===== src/rtl/instr_prefetch_unit_pkg.sv =====
// instr_prefetch_unit_pkg: shared widths, reset PC and fetch state encoding
package instr_prefetch_unit_pkg;
  localparam int DATASIZE = 32;
  localparam logic [DATASIZE-1:0] RESET_PC = '0;
  localparam int INSTR_BYTES = 4;
  typedef enum logic {FETCH, DISCARD} fetch_state_e;
endpackage


===== src/rtl/instr_prefetch_unit_if.sv =====
// instr_prefetch_unit_if: instruction memory req/ack read bus
interface instr_prefetch_unit_if;
  logic req;
  logic ack;
  logic [instr_prefetch_unit_pkg::DATASIZE-1:0] addr;
  logic [instr_prefetch_unit_pkg::DATASIZE-1:0] rdata;
  modport master(output req, addr, input ack, rdata);
  modport slave(input req, addr, output ack, rdata);
endinterface


===== src/rtl/instr_prefetch_unit_fetch_fifo.sv =====
// fetch_fifo: sync FIFO with clear, extra-MSB pointers, zero output when empty
module fetch_fifo #(
  parameter int W = 64,
  parameter int DEPTH = 4,
  localparam int AW = $clog2(DEPTH)
) (
  input  logic          clk,
  input  logic          reset,
  input  logic          clear,
  input  logic          push,
  input  logic          pop,
  input  logic [W-1:0]  din,
  output logic [W-1:0]  dout,
  output logic [AW:0]   count
);
  logic [W-1:0] mem [DEPTH];
  logic [AW:0] wr_ptr, rd_ptr;
  assign count = wr_ptr - rd_ptr;
  assign dout = (count == '0) ? '0 : mem[rd_ptr[AW-1:0]];
  always_ff @(posedge clk or negedge reset)
    if (!reset) begin
      wr_ptr <= '0;
      rd_ptr <= '0;
    end else if (clear) begin
      wr_ptr <= '0;
      rd_ptr <= '0;
    end else begin
      if (push) wr_ptr <= wr_ptr + 1'b1;
      if (pop) rd_ptr <= rd_ptr + 1'b1;
    end
  always_ff @(posedge clk)
    if (push && !clear) mem[wr_ptr[AW-1:0]] <= din;
endmodule


===== src/rtl/instr_prefetch_unit.sv =====
// instr_prefetch_unit: fetch stage issuing imem reads into a PC-tagged FIFO for decode
module instr_prefetch_unit
  import instr_prefetch_unit_pkg::*;
#(
  parameter int DEPTH = 4
) (
  input  logic                 clk,
  input  logic                 reset,
  input  logic                 stall_d,
  input  logic                 redirect_valid,
  input  logic [DATASIZE-1:0]  redirect_pc,
  instr_prefetch_unit_if.master imem,
  output logic                 instr_valid,
  output logic [DATASIZE-1:0]  instr_out,
  output logic [DATASIZE-1:0]  pc_out,
  output logic [DATASIZE-1:0]  pc_plus4_out
);
  localparam int AW = $clog2(DEPTH);
  localparam logic [AW:0] FULL = (AW+1)'(DEPTH);
  fetch_state_e state, state_nx;
  logic [DATASIZE-1:0] fetch_pc, stale_addr;
  logic [2*DATASIZE-1:0] head;
  logic [AW:0] count;
  logic acc, push, pop;
  // A read is only launched when a slot is free, so the slot is reserved until its ack
  always_comb begin
    imem.req = reset && (state == DISCARD || count < FULL);
    imem.addr = state == DISCARD ? stale_addr : fetch_pc;
    acc = imem.req && imem.ack;
    push = acc && state == FETCH && !redirect_valid;
    pop = instr_valid && !stall_d && !redirect_valid;
    state_nx = (redirect_valid && state == FETCH && imem.req && !acc) ? DISCARD :
               acc ? FETCH : state;
  end
  always_ff @(posedge clk or negedge reset)
    if (!reset) begin
      state <= FETCH;
      fetch_pc <= RESET_PC;
      stale_addr <= RESET_PC;
    end else begin
      state <= state_nx;
      if (redirect_valid) fetch_pc <= redirect_pc & ~DATASIZE'(INSTR_BYTES - 1);
      else if (push) fetch_pc <= fetch_pc + DATASIZE'(INSTR_BYTES);
      if (state == FETCH) stale_addr <= fetch_pc;
    end
  fetch_fifo #(.W(2*DATASIZE), .DEPTH(DEPTH)) u_fifo (
    .clk(clk),
    .reset(reset),
    .clear(redirect_valid),
    .push(push),
    .pop(pop),
    .din({fetch_pc, imem.rdata}),
    .dout(head),
    .count(count)
  );
  assign {pc_out, instr_out} = head;
  assign instr_valid = count != '0;
  assign pc_plus4_out = pc_out + DATASIZE'(INSTR_BYTES);
endmodule

===== src/flat_wrapper.sv =====
// flat-port wrapper written by rule: the top's interface ports become plain ports
module instr_prefetch_unit_flat import instr_prefetch_unit_pkg::*;
#(
  parameter int DEPTH = 4
)
  (clk, reset, stall_d, redirect_valid, redirect_pc, instr_valid, instr_out, pc_out, pc_plus4_out, imem_req, imem_addr, imem_ack, imem_rdata);
  instr_prefetch_unit_if imem_i ();
  input  logic clk;
  input  logic reset;
  input  logic stall_d;
  input  logic redirect_valid;
  input  logic [DATASIZE-1:0] redirect_pc;
  output logic instr_valid;
  output logic [DATASIZE-1:0] instr_out;
  output logic [DATASIZE-1:0] pc_out;
  output logic [DATASIZE-1:0] pc_plus4_out;
  output wire logic [$bits(imem_i.req)-1:0] imem_req;
  output wire logic [$bits(imem_i.addr)-1:0] imem_addr;
  input wire logic [$bits(imem_i.ack)-1:0] imem_ack;
  input wire logic [$bits(imem_i.rdata)-1:0] imem_rdata;
  assign imem_req = imem_i.req;
  assign imem_addr = imem_i.addr;
  assign imem_i.ack = imem_ack;
  assign imem_i.rdata = imem_rdata;
  instr_prefetch_unit #(.DEPTH(DEPTH)) u_core (.clk(clk), .reset(reset), .stall_d(stall_d), .redirect_valid(redirect_valid), .redirect_pc(redirect_pc), .imem(imem_i), .instr_valid(instr_valid), .instr_out(instr_out), .pc_out(pc_out), .pc_plus4_out(pc_plus4_out));
endmodule

===== config.mk =====
export PLATFORM = sky130hd
export DESIGN_NAME = instr_prefetch_unit_flat
export DESIGN_NICKNAME = d
export VERILOG_FILES = /design/src/rtl/instr_prefetch_unit_pkg.sv /design/src/rtl/instr_prefetch_unit_if.sv /design/src/rtl/instr_prefetch_unit_fetch_fifo.sv /design/src/rtl/instr_prefetch_unit.sv /design/src/flat_wrapper.sv
export SDC_FILE = /design/constraint.sdc
export NUM_CORES = 1
export LEC_CHECK = 0
export CAP_MARGIN = 15
export CORE_MARGIN = 2
export CORE_UTILIZATION = 49
export DETAILED_ROUTE_END_ITERATION = 7
export GPL_TIMING_DRIVEN = 0
export PLACE_DENSITY = 0.76
export REMOVE_ABC_BUFFERS = 1
export SYNTH_ARGS = -nofsm -noshare
export SYNTH_HDL_FRONTEND = slang
export SYNTH_SLANG_ARGS = --single-unit

===== constraint.sdc =====
create_clock -name clk -period 4.58 [get_ports clk]
set_input_delay 0.458 -clock clk [delete_from_list [all_inputs] [get_ports clk]]
set_output_delay 0.458 -clock clk [all_outputs]
set_load 0.01 [all_outputs]

==> results.md, run 1 <==
- Share of cells above drive strength 1: 17.3%
- Reg2Reg Capture Point: u_core.u_fifo.mem[0][11]
- CTS tree: yes
- PwrDens: 520 mW/mm2
- Largest net degree at the start of global routing: 51
- Area Growth Syn to Fin: 26.9%
- Hpwl dp: 18.5 mm
- Synth top area share: 55.7%
- DIE HEIGHT: 169 um
- Max-slew violations: 0
- Post-Synth XOR/XNOR Area: 4.37%
- # rows: 60
- Largest area contributor in the netlist: edfxtp_1
- Die width: 169 um
- Proportion of synthesized area in mux cells: 13.3%
- Reg2Reg Launch Point: u_core.u_fifo.rd_ptr[1]
- EDFF count, synth: 248
- Post-Synth Adder-Cell Area: 0.748%
- Post-Synth Simple-Gate Area: 8.26%
- CP max FO: 34
- CTS sink cnt: 317
- Die area: 0.0286 mm2
- Relative slew margins: 35.6%
- RSZ-0062 raised after global routing: false
- Worst Tran Pin Value: 966 ps
- All-layer global routing usage: 20.7%
- Fin nets: 1079
- Ant. Diodes: 0
- Internal power: 0.00636 W
- Placed cell count: 1300
- Commonest non-fill, non-tap cell in the layout: edfxtp_1
- Num CTS Buffers: 34
- Clock-pin slew on the worst setup and hold paths: 60 ps
- Register share of total power: 39.3%
- FF-to-FF path depth: 9
- Drt pass-1 iters: 5
- Drt total wl: 29.5 mm
- Overflow after GRT: 0
- Mapped Area: 0.0134 mm2
- Gpl congestion: 0.746
- Worst reg2reg setup slack: 970 ps
- Filler instances: 1945
- Number of global-route vias before repair: 7864
- Final Hold Fails: 0
- Crit path launch type: flip-flop
- Fmax: 0.228 GHz
- Sequential area share after synthesis: 68.6%
- Critical Path AT: 3930 ps
- Logic gate share of total power: 30.5%
- Most frequent cells in the layout: 248 x edfxtp_1, 190 x clkdlybuf4s50_1, 66 x dfrtp_1, 57 x mux4_2, 57 x and2_1
- Initial Utilization: 49.8%
- Final std cells w/o fill: 1368
- # setup viols final: 0
- Final Cycle Share: 95.9%
- I/O pins: 199
- Switching Fraction: 27.9%
- Core area: 0.0269 mm2
- Avg Synthesized Cell Area: 16.9 um2
- Initial antenna violation count: 0
- Global-route wire length before repair: 45.0 mm
- Htree depth: 2
- Largest family of logic cells by synthesized area: multiplexers
- Clock Root Buffer: clkbuf_16
- Mapped Cells: 792
- Req. time, crit path: 4120 ps
- Area of the multi-input gates: 0.00398 mm2
- Worst vdd ir: 0.000582 V
- Average wire per cell in the routed design: 21.6 um
- Crit path capture type: output port
- Synth Area in Compound Gates: 2.69%
- Input/output buffers: 192
- Clk_skew: 20.4 ps
- Worst Hold Class: input pin to asynchronous set/reset pin
- Pleak: 5.85 nW
- DRT iter0 DRCs: 658
- Ys async rst share: 21.8%
- Net switching power: 0.00246 W
- DRC violations left: 0
- Later-pin clock latency in the skew report: 510 ps
- Count of different cell masters after synthesis: 46
- Pwr Total: 0.00882 W
- Crit Path Class: flip-flop to output port
- Vias post-DR: 7659
- Max cap viols: 0
- Via density: 5.60
- Register bit total from synthesis: 317
- Antenna-violating nets left: 0
- Status: completed
- Storage cell area: 0.00918 mm2
- Tmin final: 4390 ps
- Top post-synthesis cells by area: edfxtp_1 56%, dfrtp_1 13%, mux4_2 9.6%, and2_1 2.9%, mux2_2 2.6%
- Clock Path Buffers: 3
- Syn. warnings: 0
- Most common flop cell mapped by yosys: edfxtp_1
- Clk network pwr share: 30.3%
[sequential cells by signal, summed over array words and instances, names as in the netlist]
register and count:
u_core.u_fifo.mem 248, u_core.stale_addr 32, u_core.fetch_pc 30, u_core.u_fifo.rd_ptr 3
u_core.u_fifo.wr_ptr 3, u_core.state 1
[power groups by stage]
stage / registers (W) / clock network [W] / logic, W
after floorplan: 0.00352 / 0 / 0.00121
after global placement: 0.00361 / 0 / 0.00253
after detailed placement: 0.00356 / 0 / 0.00261
after CTS: 0.00347 / 0.00272 / 0.00271
after global routing: 0.00349 / 0.00285 / 0.00286
final: 0.00347 / 0.00267 / 0.00269
[synthesized netlist by cell type, drive strengths merged (16+ instances only)]
cell / number
and2: 61
buf: 23
dfrtp: 69
edfxtp: 248
inv: 16
mux2: 31
mux4: 62
nand2: 56
nand3: 22
nor2: 17
o21ai: 34
xnor2: 26
xor2: 39
[worst max-delay path: stages, from the launching register on]
cell and delay [ps]:
dfrtp_4 420, buf_12 240, inv_1 70, ha_1 210, nor2b_2 290, xnor2_4 170, buf_12 150, o211ai_1 210
or3_1 570, nor4_4 280, xor2_1 170, clkdlybuf4s50_1 610
[worst max path at each step]
stage | to | depth (start not counted) | slack [ps] | start
finish | pc_plus4_out[22] | 11 | 190 | u_core.u_fifo.rd_ptr[1]
global route | pc_plus4_out[22] | 9 | 10 | u_core.u_fifo.rd_ptr[0]
CTS | pc_plus4_out[22] | 8 | 130 | u_core.u_fifo.rd_ptr[0]
detailed placement | pc_plus4_out[26] | 12 | -40 | u_core.u_fifo.rd_ptr[1]
global placement | u_core.u_fifo.mem[1][4] | 5 | -3980 | reset
floorplan | u_core.u_fifo.mem[0][0] | 6 | -1320 | u_core.u_fifo.rd_ptr[0]
[metrics by stage]
| step | hold slack [ps] | worst slack [ps] | util (%) | setup TNS [ps] | area [um2] |
|---|---|---|---|---|---|
| global route | 418 | 11.5 | 63.2 | 0 | 17000 |
| CTS | 400 | 133 | 63.0 | 0 | 16900 |
| floorplan | 162 | -1320 | - | -357270 | 13200 |
| detailed placement | 396 | -37.9 | 58.6 | -39.3 | 15800 |
| global placement | 469 | -3980 | 57.8 | -1300960 | 15500 |
| finish | 397 | 190 | 63.2 | 0 | 17000 |
[per-layer routing]
layer | up-vias | global-route usage [%] | routed length, um
met5 | - | 0 | 0
met4 | 0 | 6.80 | 716
met1 | 3877 | 27.7 | 12300
li1 | 3427 | - | -
met3 | 55 | 4.76 | 2180
met2 | 300 | 34.0 | 14400
[what timing repair did]
item                                    in CTS  in global routing
endpoints found under the hold margin       22                  0
pin swaps                                    0                  1
hold buffers                                 1                  0
setup buffers                                3                  2
gates resized for setup                      6                  0
endpoints found under the setup margin      73                  2
gates cloned                                 0                  0
[cell type report]
type                       instances  share of cell area (%)
inverter                          16                   0.354
sequential                       317                    54.1
clock buffer                      46                    5.52
timing repair buffer             208                    13.2
tap                              341                    2.51
clock inverter                    15                   0.906
multi-input combinational        425                    23.4
[cells by family after synthesis]
| family | count (synthesis) |
|---|---|
| adders and majority gates | 8 |
| buffers and inverters | 53 |
| xor gates and xnor gates | 65 |
| muxes | 94 |
| DFF | 317 |
| other | 1 |
| and+or+nand+nor | 202 |
| AOI/OAI and AO/OA | 52 |
Power figures use the tool's default switching activity.
==> run 2, diff against run 1 <==
SLEW_MARGIN = 20   (was unset)
==> run 2 against run 1 <==
Design area up 0.38%. Utilization up 0.24 points. Via count down 0.54%. Global-route usage up 0.25 points. Count of clock-buffer cells in the layout up 5. Hold slack worse by 0.58 ps. Critical path type unchanged. Worst setup slack worse by 20 ps. Non-clock buffer count down 2.
==> results.md, run 2 (synthesis gave the netlist of run 1 again) <==
- PwrDens: 526 mW/mm2 (was 520 mW/mm2)
- Final Hold Fails: 0 (unchanged)
- Worst reg2reg setup slack: 990 ps (was 970 ps)
- Die area: 0.0286 mm2 (unchanged)
- CTS sink cnt: 317 (unchanged)
- Req. time, crit path: 4120 ps (about the same)
- CTS tree: yes (unchanged)
- Most frequent cells in the layout: 248 x edfxtp_1, 190 x clkdlybuf4s50_1, 66 x dfrtp_1, 57 x mux4_2, 57 x and2_1 (unchanged)
- Placed inst area: 0.0158 mm2 (about the same)
- Status: completed (unchanged)
- Largest net degree at the start of global routing: 50 (was 51)
- DRT iter0 DRCs: 625 (was 658)
- Setup TNS: 0 ps (unchanged)
- Post-place setup slack: -189 ps (was -37.9 ps)
- Area Growth Syn to Fin: 27.4% (was 26.9%)
- Clock Path Buffers: 3 (unchanged)
- Fmax: 0.227 GHz (was 0.228 GHz)
- Initial antenna violation count: 0 (unchanged)
- Share of cells above drive strength 1: 17.7% (was 17.3%)
- Crit Path Class: flip-flop to output port (unchanged)
- Clock-pin slew on the worst setup and hold paths: 60 ps (about the same)
- Post-route setup slack: 170 ps (was 190 ps)
- Max FFs per register: 248 (unchanged)
- Worst vdd ir: 0.000291 V (was 0.000582 V)
- Worst Tran Pin Value: 815 ps (was 966 ps)
- Later-pin clock latency in the skew report: 510 ps (about the same)
- Num CTS Buffers: 36 (was 34)
- Gpl congestion: 0.746 (unchanged)
- # rows: 60 (unchanged)
- Final instance area: 0.0170 mm2 (about the same)
- Relative slew margins: 45.6% (was 35.6%)
- Input/output buffers: 192 (unchanged)
- Max-slew violations: 0 (unchanged)
- Pleak: 5.85 nW (about the same)
- Worst Hold Class: input pin to asynchronous set/reset pin (unchanged)
- WHS: 396 ps (was 397 ps)
- Fin nets: 1079 (unchanged)
- Core area: 0.0269 mm2 (unchanged)
- Reg2Reg Capture Point: u_core.u_fifo.mem[0][0] (was u_core.u_fifo.mem[0][11])
- Final Cycle Share: 96.3% (was 95.9%)
- Global-route wire length before repair: 45.5 mm (was 45.0 mm)
- Via density: 5.56 (was 5.60)
- Number of global-route vias before repair: 7937 (was 7864)
- Htree depth: 2 (unchanged)
- Crit path capture type: output port (unchanged)
- Antenna-violating nets left: 0 (unchanged)
- Max cap viols: 0 (unchanged)
- DRC violations left: 0 (unchanged)
- FF-to-FF path depth: 9 (unchanged)
- Critical Path AT: 3950 ps (was 3930 ps)
- CP max FO: 17 (was 34)
- Tmin final: 4410 ps (was 4390 ps)
- Initial Utilization: 49.8% (unchanged)
- I/O pins: 199 (unchanged)
- Vias post-DR: 7618 (was 7659)
- Clk_skew: 16.8 ps (was 20.4 ps)
- Average wire per cell in the routed design: 21.7 um (was 21.6 um)
- Die width: 169 um (unchanged)
- DIE HEIGHT: 169 um (unchanged)
- Commonest non-fill, non-tap cell in the layout: edfxtp_1 (unchanged)
- Pwr Total: 0.00896 W (was 0.00882 W)
- RSZ-0062 raised after global routing: false (unchanged)
- Overflow after GRT: 0 (unchanged)
- Ant. Diodes: 0 (unchanged)
- Reg2Reg Launch Point: u_core.u_fifo.rd_ptr[1] (unchanged)
- Drt total wl: 29.8 mm (was 29.5 mm)
- Drt pass-1 iters: 5 (unchanged)
- Clock Root Buffer: clkbuf_16 (unchanged)
- Hpwl dp: 18.8 mm (was 18.5 mm)
- All-layer global routing usage: 21.0% (was 20.7%)
- # setup viols final: 0 (unchanged)
- Crit path launch type: flip-flop (unchanged)
## run 2: cell types whose count changed in the layout (fill, tap and decap cells not counted), moves of 2 or more
cell | before | now
clkbuf_1 | 9 | 12
clkinv_1 | 3 | 1
inv_6 | 1 | 3
nor3_2 | 0 | 2
clkinvlp_4 | 0 | 2
clkbuf_16 | 35 | 37
clkinv_2 | 7 | 5
## run 2: timing repair
action / CTS / global route
setup buffers: 3 / 0
gates resized for setup: 7 / 0
hold buffers: 1 / 0
setup endpoints to repair: 80 / 0
endpoints found under the hold margin: 22 / 0
## run 2: layer usage
layer  vias up  global-route usage (%)  wire length, um
li1       3426                       -                -
met1      3868                    28.2            12700
met2       272                    34.9            14600
met3        52                    3.80             1790
met4         0                    6.80              706
met5         -                       0                0
## run 2: final cells by class
type / count / area, um2
Timing Repair Buffer: 206 / 2220
Fill cell: 1939 / 9830
Tap cell: 341 / 427
Inverter: 16 / 62.6
Multi-Input combinational cell: 425 / 3980
Clock buffer: 51 / 998
Clock inverter: 15 / 169
Sequential cell: 317 / 9180
## run 2: how the worst max path moves through the flow
stage / start / end / cells after the start
final: u_core.u_fifo.rd_ptr[0] / pc_plus4_out[22] / 8
after global placement: reset / u_core.u_fifo.mem[1][4] / 5
after CTS: u_core.u_fifo.rd_ptr[0] / pc_plus4_out[22] / 8
after global routing: u_core.u_fifo.rd_ptr[0] / pc_plus4_out[31] / 8
after detailed placement: u_core.u_fifo.rd_ptr[1] / pc_plus4_out[26] / 12
after floorplan: u_core.u_fifo.rd_ptr[0] / u_core.u_fifo.mem[0][0] / 6
## run 2: critical path: stages (launching register included)
cell             delay [ps]
dfrtp_4                 640
ha_1                    270
nor2b_2                 200
xnor2_4                 430
o211ai_1                280
or3_1                   560
nor4_4                  280
xor2_1                  170
clkdlybuf4s50_1         610
## run 2: per-stage QoR
| step | instances | utilization [%] |
|---|---|---|
| 2_1_floorplan | 758 | - |
| 5_1_grt | 1371 | 63.4 |
| 6_report | 1371 | 63.4 |
| 3_5_place_dp | 1301 | 58.7 |
| 4_1_cts | 1371 | 63.4 |
| 3_3_place_gp | 1291 | 57.8 |
## run 2: power breakdown
group,internal (W),switching [W]
Combinational,0.00145,0.00126
Sequential,0.00330,0.000142
Clock,0.00170,0.00110
